### config.mk
export PLATFORM = sky130hd
export DESIGN_NAME = seg_display_arbiter
export DESIGN_NICKNAME = d
export VERILOG_FILES = /design/src/rtl/seg_display_arbiter.sv
export SDC_FILE = /design/constraint.sdc
export NUM_CORES = 1
export LEC_CHECK = 0
export ABC_CLOCK_PERIOD_IN_PS = 4100
export BUFFER_PORTS_ARGS = -buffer_cell sky130_fd_sc_hd__buf_2
export CELL_PAD_IN_SITES_DETAIL_PLACEMENT = 1
export CELL_PAD_IN_SITES_GLOBAL_PLACEMENT = 1
export CORE_ASPECT_RATIO = 1.75
export CORE_MARGIN = 2
export CORE_UTILIZATION = 40
export DETAILED_ROUTE_END_ITERATION = 10
export PLACE_DENSITY = 0.95
export SLEW_MARGIN = 40
export SYNTH_ARGS = -nofsm -noshare
export SYNTH_HDL_FRONTEND = slang
export SYNTH_SLANG_ARGS = --single-unit
### constraint.sdc
create_clock -name clk -period 4.1 [get_ports clk]
set_input_delay 0.82 -clock clk [delete_from_list [all_inputs] [get_ports clk]]
set_output_delay 0.82 -clock clk [all_outputs]
set_load 0.01 [all_outputs]
### src/rtl/seg_display_arbiter.sv
// seg_display_arbiter: shares a 4-digit display between three sources with a minimum dwell time.
// Define SEG_ARB_ROTATE_EN for round-robin arbitration instead of fixed priority.
module seg_display_arbiter #(
  parameter int DWELL_TICKS = 500,
  parameter int CNT_W = 10
) (
  input  logic        clk,
  input  logic        rst,
  input  logic        tick,
  input  logic [2:0]  req,
  input  logic [15:0] src0_bcd,
  input  logic [15:0] src1_bcd,
  input  logic [15:0] src2_bcd,
  output logic [3:0]  digit0,
  output logic [3:0]  digit1,
  output logic [3:0]  digit2,
  output logic [3:0]  digit3,
  output logic [2:0]  grant,
  output logic        dwell_lock
);
  typedef enum logic [1:0] {IDLE, LOCK, OPEN} state_t;
  state_t state, state_n;
  logic [2:0] grant_n, win;
  logic [15:0] digits, digits_n, own_bcd, win_bcd;
  logic [CNT_W-1:0] cnt, cnt_n;
  logic done;
`ifdef SEG_ARB_ROTATE_EN
  logic [2:0] last, ref_o;
  assign ref_o = (state == OPEN) ? grant : last;
  // search starts just after the reference owner; the owner itself is checked last
  assign win = ref_o[0] ? (req[1] ? 3'b010 : req[2] ? 3'b100 : req[0] ? 3'b001 : 3'b000) :
               ref_o[1] ? (req[2] ? 3'b100 : req[0] ? 3'b001 : req[1] ? 3'b010 : 3'b000) :
                          (req[0] ? 3'b001 : req[1] ? 3'b010 : req[2] ? 3'b100 : 3'b000);
  always_ff @(posedge clk or posedge rst)
    if (rst) last <= 3'b100;
    else if (|grant) last <= grant;
`else
  assign win = req[0] ? 3'b001 : req[1] ? 3'b010 : req[2] ? 3'b100 : 3'b000;
`endif
  assign own_bcd = grant[0] ? src0_bcd : grant[1] ? src1_bcd : src2_bcd;
  assign win_bcd = win[0] ? src0_bcd : win[1] ? src1_bcd : src2_bcd;
  assign done = cnt == CNT_W'(DWELL_TICKS - 1);
  always_comb begin
    state_n = state;
    grant_n = grant;
    digits_n = digits;
    cnt_n = cnt;
    if (state == IDLE || state == OPEN) begin
      if (win == 3'b000) begin
        state_n = IDLE;
        grant_n = 3'b000;
        digits_n = '1;
      end else if (win != grant) begin
        state_n = LOCK;
        grant_n = win;
        digits_n = win_bcd;
        cnt_n = '0;
      end else digits_n = own_bcd;
    end else begin
      digits_n = |(req & grant) ? own_bcd : digits;
      if (tick) begin
        state_n = done ? OPEN : LOCK;
        cnt_n = done ? cnt : cnt + 1'b1;
      end
    end
  end
  always_ff @(posedge clk or posedge rst)
    if (rst) begin
      state <= IDLE;
      grant <= 3'b000;
      digits <= '1;
      cnt <= '0;
      dwell_lock <= 1'b0;
    end else begin
      state <= state_n;
      grant <= grant_n;
      digits <= digits_n;
      cnt <= cnt_n;
      dwell_lock <= state_n == LOCK;
    end
  assign {digit3, digit2, digit1, digit0} = digits;
endmodule

[Word level (Yosys, flattened, before mapping)]
Cells that the tools add are included.
Operators by class
  bitwise logic cells: 1
  $add $sub $neg: 1
  reductions and logical operators: 9
  equality and inequality tests: 7
  mux-type cells: 23
Operators with widths (count)
  $mux 16: 8
  $mux 10: 5
  $mux 3: 5
  $add 10x1->10 const B: 1
  $eq 10x9->1 const B: 1
  $mux 2: 5
  $reduce_bool 2->1: 3
  $ne 2x1->1 const B: 2
  $reduce_and 4->1: 1
  $and 3x3->3: 1
  $logic_not 3->1: 1
  $ne 3x3->1: 1
  $reduce_or 3->1: 1
  $eq 2x1->1 const B: 1
  $eq 2x2->1 const B: 1
  $logic_not 2->1: 1
  $ne 2x2->1 const B: 1
  $reduce_and 2->1: 1
  $logic_or 1x1->1: 1
Word-level totals
  word-level logic and storage cells: 46
  output and inout bits: 20
  flip-flop bits (word level): 32
  input bits: 54

[Longest topological paths before layout]
  depth in word-level cells: 8
  depth in mapped cells: 7
  mapped depth without buffers: 6

[Least setup slack after synthesis]
Ideal clock, no wire load.
  kind: input to register
  start: in req[1]
  end: reg cnt[0]
  stages: 6
  buffers on the path: 1
  setup time: 125 ps
  slack: 1993 ps
  data required time: 3975 ps
  data arrival time: 1982 ps
  path through: buf_6 > and4bb_4 > a221o_1 > a211oi_2 > nor2_1 > mux2_2
Between the ends
  longest elaborated chain between the ends: 5
  elaborated cells on any way between the ends: 7
  classes of those cells: eq/ne (3); mux (2); reduce/logical (2)
RTL lines
  start: declaration: RTL line 10  | input logic [2:0] req,
  $mux 3 * (2 in a row): RTL line 38  | assign win = req[0] ? 3'b001 : req[1] ? 3'b010 : req[2] ? 3'b100 : 3'b000;
  $ne 3x3->1 / $logic_not 3->1 (equally long branches): RTL line 53, 49
  $ne 2x1->1 (no line) / $ne 2x2->1 (equally long branches)
  $reduce_and 4->1 (no line) *
  end signal: assignment: RTL line 78  | cnt <= cnt_n;
  end: declaration: RTL line 25  | logic [CNT_W-1:0] cnt, cnt_n;
Every way passes the cells marked *; elsewhere a longest branch is shown, timed or not.
A chain may end at the register's enable or synchronous reset.

[Worst setup path after layout]
  start: in req[1]
  end: reg digits[12]
Between the ends
  longest elaborated chain between the ends: 7
  elaborated cells on any way between the ends: 12
  classes of those cells: eq/ne (1); mux (7); bitwise (1); reduce/logical (3)
RTL lines
  $mux 3 (2 in a row): RTL line 38
  $mux 16 (2 in a row): RTL line 41  | assign win_bcd = win[0] ? src0_bcd : win[1] ? src1_bcd : src2_bcd;
  $mux 16: RTL line 53  | end else if (win != grant) begin
  $mux 16: RTL line 49  | if (win == 3'b000) begin
  $mux 16: RTL line 48  | if (state == IDLE || state == OPEN) begin
  end signal: assignment: RTL line 77  | digits <= digits_n;
  end: declaration: RTL line 24  | logic [15:0] digits, digits_n, own_bcd, win_bcd;
Several ways; a longest one is shown, not always the timed one.

==> implementation parameters <==
Parameter                              Value

Finish
  Combined area of the multi-input logic cells    1410 um2
  Layout cells sized above 1    34.5%
  Net count reported at finish    400
  Register area    822 um2
  Area overhead of the layout relative to synthesis    21.1%
  Filler Cell Count    707
  Non-Filler Cell Area, Final    2830 um2
  Count of inserted antenna diode cells    0

Critical path
  Critical Path Start Type    input port
  Maximum fanout count along the critical path    27
  Total buffers and inverters traversed by the critical path    1
  Data arrival time of the worst path    2.87 ns
  CP dominant cell by count    sky130_fd_sc_hd__a221o_1
  Largest stage delay on the critical path    0.55 ns
  Worst Setup End Kind    register
  Top Family by Delay on Critical Path    compound AO/OA/AOI/OAI gates
  Required time reported for the critical path endpoint    4.32 ns
  Critical path type    in -> reg
  Crit path max-delay cell type    sky130_fd_sc_hd__buf_2
  Critical-path cell list    buf_2 -> nor2_1 -> a221o_1 -> a21oi_4 -> nor3_1 -> a221o_1

Yosys
  Post-Synthesis Net Count    337
  Average instance area after synthesis    8.33 um2
  Primary flip-flop cell chosen by synthesis mapping    sky130_fd_sc_hd__dfstp_2
  Main area contributors after synthesis    sky130_fd_sc_hd__dfstp_2 (18%), sky130_fd_sc_hd__dfrtp_1 (17%), sky130_fd_sc_hd__mux2i_1 (13%)
  Netlist cell types    38
  Largest area contributor in the netlist    sky130_fd_sc_hd__dfstp_2
  Commonest cells post-synth    sky130_fd_sc_hd__nand2_1 (42), sky130_fd_sc_hd__nor2_1 (33), sky130_fd_sc_hd__mux2i_1 (30)
  Cell count after synthesis    281
  Share of the yosys chip area belonging to registers    35.1%
  Share of flip-flops with an asynchronous set or reset    100%
  Leading cell type by number of instances after synthesis    sky130_fd_sc_hd__nand2_1
  Number of warning messages in the yosys log    0
  Synthesized cell area    2340 um2
  Number of enable flip-flop cells after synthesis    0
  Area share of the largest cell type after synthesis    18.0%
  Post-synthesis sequential element count    32

STA
  Number of pins exceeding their max-slew limit in the final report    0
  Total of endpoints with negative setup slack in the final report    0
  Clock skew after layout    0.00319 ns
  Max_slew headroom    52.5%
  Post-route fraction of the period consumed by the critical path    64.8%
  RSZ-0062 raised after global routing    false
  Final hold violations    0
  Maximum frequency from static timing analysis    376 MHz
  Min Clock Period, post-route    2.66 ns
  Total negative slack for setup checks    0 ns
  Slew at the pin closest to its max-slew limit    0.712 ns

Floorplan
  Count of pins on the block boundary    74
  Core Rows    36
  Die Span Y    105 um
  Die area    6500 um2
  Width of the chip    61.8 um
  Effective utilization at floorplan    41.6%
  CORE AREA    5630 um2

Clock network
  Number of levels in the clock H-tree    2
  CTS max path bufs    2
  Clock network latency to the later pin of the worst-skew pair    0.29 ns
  Total setup buffers inserted after CTS    0
  Post-CTS Hold Fix Bufs    0
  Clock tree from TritonCTS    done
  CTS-repair resized insts    0
  Number of CTS-inserted buffers    5
  Root buf cell    sky130_fd_sc_hd__clkbuf_8
  Clock sink count    32
  Clock-pin transition on the worst setup and hold timing paths    0.07 ns

Global route
  GRT Total Usage    23.3%
  Vias in the first global route    2541
  Wire length of the first global-routing pass    11.6 mm
  Global-route congestion overflow total    0
  Pin count of the biggest net entering global routing    42
  Initial antenna violation count    0

Drt
  Detailed-routing iteration count for the pre-antenna-repair pass    4
  Number of DRC violations after detailed routing    0
  Iteration-0 DRC count of the detailed router    48
  Antenna viol nets, final    0
  Routed wire length per instance    16.7 um
  Vias/cell    5.54
  Final wirelength    7.02 mm
  Vias after detailed routing    2332

Power
  Post-route total power    1.69 mW
  Leakage power of the design    1.34 nW
  Worst vdd rail ir drop    310 uV
  Power Density    595 nW/um2

Place
  Hpwl dp    5.35 mm
  Final GP Congestion    0.847
  Placed instance area    2740 um2
  Number of I/O port buffers    73

Hold path
  Worst min-delay path class    reg -> reg

Job
  Max capacitance violation total    0

Run status
  Run status    finished clean
## logic make-up (layout without fill, tap and decap cells)
family                     Yosys count  in the layout  share of synthesized area, %
DFF                                 32             32                          35.1
buffers and inverters               27             91                          5.45
AOI/OAI and AO/OA                   78             78                          21.9
muxes                               33             33                          14.3
xor gates and xnor gates             7              7                          2.62
adders and majority gates            2              2                          1.07
and+or+nand+nor                    102            102                          19.6
## layout make-up
class | instances | area share (%)
clock buffers | 6 | 2.91
repair buffers | 76 | 13.7
multi-input cells | 222 | 49.8
clock inverters | 2 | 0.353
inverters | 7 | 0.927
flip-flops and latches | 32 | 29.0
well taps | 76 | 3.36
## state kept, by name (all words and copies together), names as in the netlist
register and count:
digits 16, state 2, cnt 10, grant 3, dwell_lock 1
## worst min-delay path, cell delays in order (launching register included)
cell and delay [ns]:
sky130_fd_sc_hd__dfstp_2 0.37, sky130_fd_sc_hd__nor2_1 0.10, sky130_fd_sc_hd__a21oi_1 0.05
## where the power goes
group	internal, mW	switching [mW]
registers	0.491	0.131
logic	0.351	0.455
clock network	0.134	0.124
total	0.976	0.710
## metrics by stage
step           cells  setup WS [ns]  utilization (%)  hold slack (ns)
2_1_floorplan    281           1.99                -            0.498
3_3_place_gp     413           1.23             48.5            0.502
3_5_place_dp     413           1.13             48.7            0.507
4_1_cts          421           1.45             50.3            0.526
5_1_grt          421           1.34             50.3            0.541
6_report         421           1.44             50.3            0.520
## layer usage
metal / track usage (%) / up-vias / share of wire, %
met2: 41.9 / 71 / 56
met1: 25.8 / 1133 / 38
met4: 8.36 / 0 / 2.3
met3: 3.84 / 14 / 4.4
met5: 0 / - / 0
li1: - / 1114 / -
## worst paths after layout
kind,from,to,slack [ns],cells after the start
max reg2reg,grant[1],digits[12],1.89,5
min reg2reg,digits[1],digits[1],0.52,2
min in group asynchronous,rst,grant[0],0.59,2
min,digits[1],digits[1],0.52,2
max in group asynchronous,rst,digits[15],2.91,3
max,req[1],digits[12],1.44,6
## placed cells by master (no fill, tap or decap), types with 3 or more instances in the layout
cell / synthesis / final
sky130_fd_sc_hd__a221o_1: 6 / 6
sky130_fd_sc_hd__mux2_2: 3 / 3
sky130_fd_sc_hd__o21ai_0: 26 / 26
sky130_fd_sc_hd__dfstp_2: 16 / 16
sky130_fd_sc_hd__a21oi_2: 8 / 8
sky130_fd_sc_hd__mux2i_1: 30 / 30
sky130_fd_sc_hd__a21o_1: 7 / 7
sky130_fd_sc_hd__inv_1: 7 / 6
sky130_fd_sc_hd__nand3_1: 6 / 6
sky130_fd_sc_hd__xor2_1: 6 / 6
sky130_fd_sc_hd__clkbuf_8: 0 / 6
sky130_fd_sc_hd__nand2_1: 42 / 42
sky130_fd_sc_hd__dfrtp_1: 16 / 15
sky130_fd_sc_hd__a21oi_1: 22 / 22
sky130_fd_sc_hd__nor3_1: 7 / 7
sky130_fd_sc_hd__nor2_1: 33 / 33
sky130_fd_sc_hd__buf_2: 9 / 73
sky130_fd_sc_hd__a221oi_1: 4 / 4
sky130_fd_sc_hd__buf_4: 0 / 3
Note: power is estimated with default switching activity, not from simulation.
